**src/rtl/ai_paddle_ctrl.sv**
```systemverilog
// Left-side pong opponent: after each physics step, scan five balls and register one paddle move code.
// Optional build macro AI_PREDICT_EN aims at posy + (vely <<< PRED_SHIFT) instead of posy.
module ai_paddle_ctrl #(
  parameter int HEIGHT          = 480,
  parameter int HALF_PAD_HEIGHT = 40,
  parameter int SPLIT_X         = 61,
  parameter int DEADBAND        = 4
`ifdef AI_PREDICT_EN
  ,
  parameter int PRED_SHIFT      = 2
`endif
) (
  input  logic        clk,
  input  logic        rst_n,
  input  logic        stclk,
  input  logic [54:0] ball_posx,
  input  logic [54:0] ball_posy,
  input  logic [54:0] ball_velx,
  input  logic [54:0] ball_vely,
  input  logic [10:0] paddle0_posy,
  input  logic [10:0] paddle1_posy,
  output logic [2:0]  ai_m,
  output logic        busy,
  output logic        overrun
);

  typedef enum logic [1:0] {
    ST_IDLE   = 2'd0,
    ST_SCAN   = 2'd1,
    ST_DECIDE = 2'd2
  } state_t;

  localparam logic signed [13:0] TGT_LO_C  = 14'(HALF_PAD_HEIGHT);
  localparam logic signed [13:0] TGT_HI_C  = 14'(HEIGHT - HALF_PAD_HEIGHT);
  localparam logic signed [13:0] TGT_MID_C = 14'(HEIGHT / 2);
  localparam logic signed [10:0] SPLIT_C   = 11'(SPLIT_X);
  localparam logic signed [11:0] DB_POS_C  = 12'(DEADBAND);
  localparam logic signed [11:0] DB_NEG_C  = 12'(-DEADBAND);

  state_t             state_r;
  logic [2:0]         idx_r;
  logic               best_valid_r;
  logic signed [10:0] best_x_r;
  logic signed [10:0] best_y_r;
  logic signed [10:0] best_vy_r;

  logic signed [10:0] sel_x_s;
  logic signed [10:0] sel_y_s;
  logic signed [10:0] sel_vy_s;
  logic               sel_left_s;
  logic signed [13:0] raw_tgt_s;
  logic signed [13:0] tgt_s;
  logic               use_p1_s;
  logic signed [10:0] pad_y_s;
  logic signed [11:0] err_s;
  logic [2:0]         move_s;

  // Only the direction bit of each x velocity matters; vely is dead without prediction.
  logic unused_bits_s;
`ifdef AI_PREDICT_EN
  assign unused_bits_s = ^{ball_velx[53:44], ball_velx[42:33], ball_velx[31:22],
                           ball_velx[20:11], ball_velx[9:0]};
`else
  assign unused_bits_s = ^{ball_velx[53:44], ball_velx[42:33], ball_velx[31:22],
                           ball_velx[20:11], ball_velx[9:0], ball_vely};
`endif

  // Select the lane of the ball currently being scanned.
  always_comb begin
    sel_x_s    = ball_posx[10:0];
    sel_y_s    = ball_posy[10:0];
    sel_vy_s   = ball_vely[10:0];
    sel_left_s = ball_velx[10];
    case (idx_r)
      3'd0: begin
        sel_x_s = ball_posx[10:0];  sel_y_s = ball_posy[10:0];
        sel_vy_s = ball_vely[10:0]; sel_left_s = ball_velx[10];
      end
      3'd1: begin
        sel_x_s = ball_posx[21:11];  sel_y_s = ball_posy[21:11];
        sel_vy_s = ball_vely[21:11]; sel_left_s = ball_velx[21];
      end
      3'd2: begin
        sel_x_s = ball_posx[32:22];  sel_y_s = ball_posy[32:22];
        sel_vy_s = ball_vely[32:22]; sel_left_s = ball_velx[32];
      end
      3'd3: begin
        sel_x_s = ball_posx[43:33];  sel_y_s = ball_posy[43:33];
        sel_vy_s = ball_vely[43:33]; sel_left_s = ball_velx[43];
      end
      3'd4: begin
        sel_x_s = ball_posx[54:44];  sel_y_s = ball_posy[54:44];
        sel_vy_s = ball_vely[54:44]; sel_left_s = ball_velx[54];
      end
      default: begin
        sel_x_s = ball_posx[10:0];  sel_y_s = ball_posy[10:0];
        sel_vy_s = ball_vely[10:0]; sel_left_s = ball_velx[10];
      end
    endcase
  end

  // Target, paddle choice and move code from the winning ball; 14-bit sum cannot wrap.
  always_comb begin
    raw_tgt_s = TGT_MID_C;
    if (best_valid_r) begin
`ifdef AI_PREDICT_EN
      raw_tgt_s = 14'(best_y_r) + (14'(best_vy_r) <<< PRED_SHIFT);
`else
      raw_tgt_s = 14'(best_y_r);
`endif
    end else begin
      raw_tgt_s = TGT_MID_C;
    end

    if (raw_tgt_s < TGT_LO_C) begin
      tgt_s = TGT_LO_C;
    end else if (raw_tgt_s > TGT_HI_C) begin
      tgt_s = TGT_HI_C;
    end else begin
      tgt_s = raw_tgt_s;
    end

    use_p1_s = !best_valid_r || (best_x_r > SPLIT_C);
    if (use_p1_s) begin
      pad_y_s = $signed(paddle1_posy);
    end else begin
      pad_y_s = $signed(paddle0_posy);
    end

    err_s = 12'(tgt_s) - 12'(pad_y_s);
    if (err_s > DB_POS_C) begin
      move_s = use_p1_s ? 3'd4 : 3'd2;
    end else if (err_s < DB_NEG_C) begin
      move_s = use_p1_s ? 3'd3 : 3'd1;
    end else begin
      move_s = 3'd0;
    end
  end

  // Scan sequencer with registered move code and status flags.
  always_ff @(posedge clk) begin
    if (!rst_n) begin
      state_r      <= ST_IDLE;
      idx_r        <= 3'd0;
      best_valid_r <= 1'b0;
      best_x_r     <= 11'sh3FF;
      best_y_r     <= 11'sd0;
      best_vy_r    <= 11'sd0;
      ai_m         <= 3'd0;
      busy         <= 1'b0;
      overrun      <= 1'b0;
    end else begin
      case (state_r)
        ST_IDLE: begin
          idx_r        <= 3'd0;
          best_valid_r <= 1'b0;
          best_x_r     <= 11'sh3FF;
          if (stclk) begin
            state_r <= ST_SCAN;
            busy    <= 1'b1;
          end
        end
        ST_SCAN: begin
          if (stclk) begin
            overrun <= 1'b1;
          end
          // Strict less-than keeps the lower index on equal x.
          if (sel_left_s && (sel_x_s < best_x_r)) begin
            best_valid_r <= 1'b1;
            best_x_r     <= sel_x_s;
            best_y_r     <= sel_y_s;
            best_vy_r    <= sel_vy_s;
          end
          if (idx_r == 3'd4) begin
            state_r <= ST_DECIDE;
          end else begin
            idx_r <= idx_r + 3'd1;
          end
        end
        ST_DECIDE: begin
          if (stclk) begin
            overrun <= 1'b1;
          end
          ai_m    <= move_s;
          busy    <= 1'b0;
          state_r <= ST_IDLE;
        end
        default: begin
          state_r <= ST_IDLE;
          busy    <= 1'b0;
        end
      endcase
    end
  end

endmodule

```
**config.mk**
```make
export PLATFORM = sky130hd
export DESIGN_NAME = ai_paddle_ctrl
export DESIGN_NICKNAME = d
export VERILOG_FILES = /design/src/rtl/ai_paddle_ctrl.sv
export SDC_FILE = /design/constraint.sdc
export NUM_CORES = 1
export LEC_CHECK = 0
export BUFFER_PORTS_ARGS = -buffer_cell sky130_fd_sc_hd__buf_4
export CAP_MARGIN = 20
export CORE_AREA = 2 2 96 98
export CTS_CLUSTER_DIAMETER = 150
export DETAILED_ROUTE_END_ITERATION = 10
export DIE_AREA = 0 0 98 100
export PLACE_DENSITY_LB_ADDON = 0.2
export SYNTH_ARGS = -nofsm -noshare
export SYNTH_HDL_FRONTEND = slang
export SYNTH_SLANG_ARGS = --single-unit
```
**constraint.sdc**
```tcl
create_clock -name clk -period 5 [get_ports clk]
set_input_delay 1 -clock clk [delete_from_list [all_inputs] [get_ports clk]]
set_output_delay 1 -clock clk [all_outputs]
set_load 0.01 [all_outputs]
```
### Word level (Yosys, flattened, before mapping)

Cells that the tools add are included.

| word-level totals | value |
|---|---|
| output and inout bits | 5 |
| bits of input ports | 245 |
| flip-flop bits (word level) | 33 |
| logic and storage cells | 61 |

| cells by class | value |
|---|---|
| add/sub/neg operators | 2 |
| reduce and logical (&&, ||, !) cells | 12 |
| eq/ne operators | 10 |
| $lt $le $gt $ge | 6 |
| muxes and demuxes | 22 |
| bitwise gates (word level) | 1 |

Operator list:

| operator | count |
|---|---|
| $pmux 11 s4 | 2 |
| $mux 12 | 2 |
| $mux 11 | 2 |
| $pmux 11 s2 | 1 |
| $gt 14x10->1 const B | 1 |
| $lt 14x7->1 const B | 1 |
| $mux 14 | 1 |
| $gt 12x4->1 const B | 1 |
| $lt 12x3->1 const B | 1 |
| $reduce_and 2->1 | 6 |
| $sub 12x11->12 | 1 |
| $gt 11x7->1 const B | 1 |
| $lt 11x11->1 | 1 |
| $mux 3 | 3 |
| $mux 2 | 4 |
| $ne 2x2->1 const B | 4 |
| $eq 3x2->1 const B | 2 |
| $pmux 3 s2 | 1 |
| $pmux 1 s2 | 2 |
| $pmux 1 s4 | 1 |
| $pmux 2 s2 | 1 |
| $add 3x1->3 const B | 1 |
| $eq 3x1->1 const B | 1 |
| $eq 3x3->1 const B | 1 |
| other kinds (10) | 11 |

### Depth between registers and ports, before layout

| logic depth | value |
|---|---|
| depth in word-level cells | 8 |
| mapped depth | 18 |
| depth with buffers taken out | 17 |

### Worst setup path before layout

No wires, ideal clock.

| path | value |
|---|---|
| path type | register -> register |
| from | register idx_r[1] |
| to | register best_x_r[10] |
| setup time | 0.120 ns |
| slack | 1.091 ns |
| data required time | 4.880 ns |
| stages on the path, launching flop included | 16 |
| arrival time | 3.790 ns |
| cells stage by stage | dfxtp_1 > inv_1 > ha_1 > or3_4 > a21oi_4 > buf_1 > mux2_2 > ha_1 > a21o_1 > a21o_1 > a221oi_1 > o21ai_0 > nor4b_1 > o21ai_4 > buf_6 > mux2i_1 |

| between the ends | value |
|---|---|
| longest elaborated chain between the ends | 6 |
| elaborated cells between the ends (all ways) | 12 |
| those cells by class | order compare (1); eq/ne (5); mux (4); reduce/logical (2) |

RTL lines:

| what | line | source |
|---|---|---|
| start, declared | 41 | `logic [2:0] idx_r;` |
| start signal, assigned | 177 | `idx_r <= idx_r + 3'd1;` |
| $eq 3x3->1 (tied with other cells) | 74 | `case (idx_r)` |
| $pmux 11 s4 | 74 |  |
| $lt 11x11->1 | 168 | `if (sel_left_s && (sel_x_s < best_x_r)) begin` |
| $logic_and 1x1->1 | 168 |  |
| $ne 2x2->1 (no source line) | -- |  |
| $reduce_and 2->1 (no source line) | -- |  |
| end signal, assigned | 170 | `best_x_r <= sel_x_s;` |
| end, declared | 43 | `logic signed [10:0] best_x_r;` |

Parallel ways exist; a longest one is shown, timed or not. The select of a mux whose other input is x is not followed.
A chain may end at the register's enable or synchronous reset.

### Final worst setup path

| path | value |
|---|---|
| from | register best_valid_r |
| to | register ai_m[0] |

| between the ends | value |
|---|---|
| longest elaborated chain between the ends | 8 |
| elaborated cells between the ends (all ways) | 13 |
| those cells by class | add/sub (1); order compare (4); mux (6); reduce/logical (2) |

RTL lines:

| what | line | source |
|---|---|---|
| start, declared | 42 | `logic best_valid_r;` |
| start signal, assigned | 145 | `best_valid_r <= 1'b0;` |
| start signal, assigned | 156 | `best_valid_r <= 1'b0;` |
| start signal, assigned | 169 | `best_valid_r <= 1'b1;` |
| $mux 14 | 105 | `if (best_valid_r) begin` |
| $gt 14x10->1 | 117 | `end else if (raw_tgt_s > TGT_HI_C) begin` |
| $mux 12 | 117 |  |
| $mux 12 | 115 | `if (raw_tgt_s < TGT_LO_C) begin` |
| $sub 12x11->12 * | 130 | `err_s = 12'(tgt_s) - 12'(pad_y_s);` |
| $lt 12x3->1 | 133 | `end else if (err_s < DB_NEG_C) begin` |
| $mux 2 | 133 |  |
| $mux 3 * | 131 | `if (err_s > DB_POS_C) begin` |
| end signal, assigned | 184 | `ai_m <= move_s;` |
| end, declared | 22 | `output logic [2:0] ai_m,` |

Mark *: on every way between the ends. The rest lies on a longest branch, timed or not.

==> impl_metrics.yaml <==
placement:
  globalplace.congestion: 0.901
  portBuffers: 144
  placedCellCount: 664
  dp_hpwl_mm: 7.97
  place_area_um2: 4480
clock_tree:
  postCtsHoldBufs: 0
  cts.repair.resized: 0
  clock-root-buffer: "clkbuf_8"
  cts-htree-levels: 2
  tritoncts: "done"
  clk_latency_ns: 0.29
  clock_path_buffers: 2
  cts.sinks: 33
  cts_made_buffers: 5
  path_clk_slew_ns: 0.07
  cts_setup_buffers: 0
global_routing:
  grtUsageTotal_pct: 19.7
  grt_max_degree: 29
  grt_pass1_vias: 3693
  grt_pass1_wl_mm: 16.3
  grt_overflow: 0
  grt_antenna_before_repair: 0
synth:
  synth_fa_ha_area_share_pct: 11.9
  synth_top_family_by_area: "compound AO/OA/AOI/OAI gates"
  yosys.area.top_type: "dfxtp_1"
  synth_fp_nets: 701
  synthMuxAreaShare_pct: 13.7
  synthCells: 425
  ys_ff_latch: 33
  synth-edff-count: 0
  synth_top_area_share_pct: 19.9
  yosysMostFrequentCell: "nand2_1"
  synthSimpleGateAreaFrac_pct: 22.5
  synth_compound_area_share_pct: 25.2
  avgSynthCellArea_um2: 7.81
  async_flop_share_pct: 0
  synth-xor-area-share_pct: 1.58
  syn_area_um2: 3320
  seq_area_frac_synth_pct: 19.9
  synth_common_cells: "64 x nand2_1, 45 x a22oi_1, 33 x dfxtp_1, 33 x mux2i_1, 30 x ha_1"
  yosys-top-cells-area: "dfxtp_1 20%, ha_1 11%, a22oi_1 10%, mux2i_1 9.9%, nand2_1 7.2%"
  ys_warn_count: 0
  synth_cell_types: 54
  ys.flop_type: "dfxtp_1"
run_status:
  status: "complete, no violations"
setup_path:
  critical_path_class: "flop to flop"
  crit_path_start_kind: "flop"
  critPathRequiredTime_ns: 5.16
  critPathMaxFanout: 12
  crit_path_end_kind: "flop"
  crit_arrival_ns: 4.51
final_layout:
  finalNonFillerCells: 672
  area_growth_syn_to_layout_pct: 37.3
  antenna_cells: 0
  stdcell_area_um2: 4560
  nNetsFinal: 836
  drive_above_1_share_pct: 30.8
die:
  dieHeight_um: 100
  rows: 35
  io_pins: 250
  core_area_um2: 8890
  die_w_um: 98
  dieArea_um2: 9800
  floorplan.initialDensity_pct: 37.4
sta:
  period_needed_ns: 4.35
  setup-violations-final: 0
  hold_viol: 0
  maxSlewViolCount: 0
  rsz0062_at_grt: "false"
  fin_tns_setup_ns: 0
  fmax_mhz: 230
  max_slew_margin_pct: 37.4
  fin_worst_skew_ns: 0.00398
  worst_pin_slew_ns: 0.935
  min_period_over_period_pct: 87.1
route:
  ant_nets: 0
  wl_per_cell_um: 14.4
  routed_wl_mm: 9.71
  drc: 0
  drt_iter0_drc: 124
  via_per_inst: 5.40
  drtPass1Iterations: 6
  vias: 3630
worst_hold_path:
  min_path_type: "flop to flop"
pwr:
  ir_worst_vdd_mv: 0.0891
  p_leak_nw: 2.37
  cellPowerDensity_nw_per_um2: 171
flow_run:
  cap_violations: 0
[per-layer routing]
| layer | track usage [%] | part of all wire, % | wire length, um | vias to the layer above |
|---|---|---|---|---|
| li1 | - | - | - | 1831 |
| met1 | 22.6 | 41 | 4010 | 1708 |
| met2 | 37.5 | 53 | 5150 | 73 |
| met3 | 3.27 | 3.7 | 358 | 18 |
| met4 | 5.24 | 1.9 | 183 | 0 |
| met5 | 0 | 0 | 0 | - |
[final timing paths]
| check | start | end | slack [ns] | cells after the start |
|---|---|---|---|---|
| setup / recovery | best_valid_r$_SDFFE_PN0P_ | ai_m[0]$_SDFFE_PN0N_ | 0.65 | 17 |
| hold / removal | best_y_r[1]$_SDFFE_PN0P_ | best_y_r[1]$_SDFFE_PN0P_ | 0.48 | 2 |
| setup reg to reg | best_valid_r$_SDFFE_PN0P_ | ai_m[0]$_SDFFE_PN0N_ | 0.65 | 17 |
| hold reg to reg | best_y_r[1]$_SDFFE_PN0P_ | best_y_r[1]$_SDFFE_PN0P_ | 0.48 | 2 |
[power by group]
| part | internal, mW | leakage (nW) | switching [mW] |
|---|---|---|---|
| logic | 0.164 | 2.05 | 0.144 |
| clock network | 0.0963 | 0.0450 | 0.0947 |
| registers | 0.273 | 0.268 | 0.00885 |
| total | 0.533 | 2.37 | 0.248 |
[worst max-delay path, stage by stage, from the launching register on]
cell and delay (ns):
dfxtp_1 0.51, nor2b_1 0.28, a21o_1 0.15, nand2_1 0.05, ha_1 0.27, o31ai_1 0.10
and3_1 0.24, nand2_1 0.09, ha_1 0.18, inv_1 0.06, fa_1 0.41, a21o_1 0.23
a2111o_1 0.39, o31a_1 0.30, nor4b_1 0.27, a311oi_1 0.11, o311ai_0 0.44, a21oi_1 0.12
[state kept, by name (all words and copies together), names as in the netlist]
name          count
ai_m              3
best_valid_r      1
best_x_r         11
best_y_r         11
busy              1
idx_r             3
overrun           1
state_r           2
[area by class of cell]
type,instances,area (um2)
clock buffers,6,72.6
flip-flops and latches,33,661
clock inverters,2,10.0
multi-input cells,351,2480
well taps,111,139
fillers,899,4330
inverters,20,75.1
repair buffers,149,1120
[per-stage QoR]
step / utilization [%] / hold WS, ns / setup WS (ns) / total power [mW]
5_1_grt: 51.3 / 0.497 / 0.310 / 0.833
2_1_floorplan: - / 0.447 / 1.09 / 0.466
3_3_place_gp: 50.4 / 0.459 / 0.709 / 0.589
3_5_place_dp: 50.4 / 0.471 / 0.635 / 0.596
6_report: 51.3 / 0.476 / 0.647 / 0.780
4_1_cts: 51.3 / 0.481 / 0.614 / 0.790
[kinds of logic (layout without fill, tap and decap cells)]
| family | Yosys count | in the layout |
|---|---|---|
| AOI/OAI and AO/OA | 113 | 113 |
| xor gates and xnor gates | 6 | 6 |
| adders and majority gates | 31 | 31 |
| buffers and inverters | 41 | 177 |
| DFF | 33 | 33 |
| muxes | 44 | 44 |
| and+or+nand+nor | 157 | 157 |
[cell usage in the layout, fill, tap and decap left out, drive strengths merged, types with 4 or more instances in the layout]
master  Yosys  routed
a21o        7       7
a21oi      15      15
a22oi      45      45
a31oi       4       4
and2        9       9
and3        4       4
buf         5     149
clkbuf     16       6
dfxtp      33      33
ha         30      30
inv        19      19
mux2       11      11
mux2i      33      33
nand2      64      64
nand2b      8       8
nand3      13      13
nand4       4       4
nor2       27      27
nor2b       7       7
nor3        7       7
nor4        5       5
o211ai      4       4
o21a        7       7
o21ai       9       9
xor2        5       5
Power figures use the tool's default switching activity.
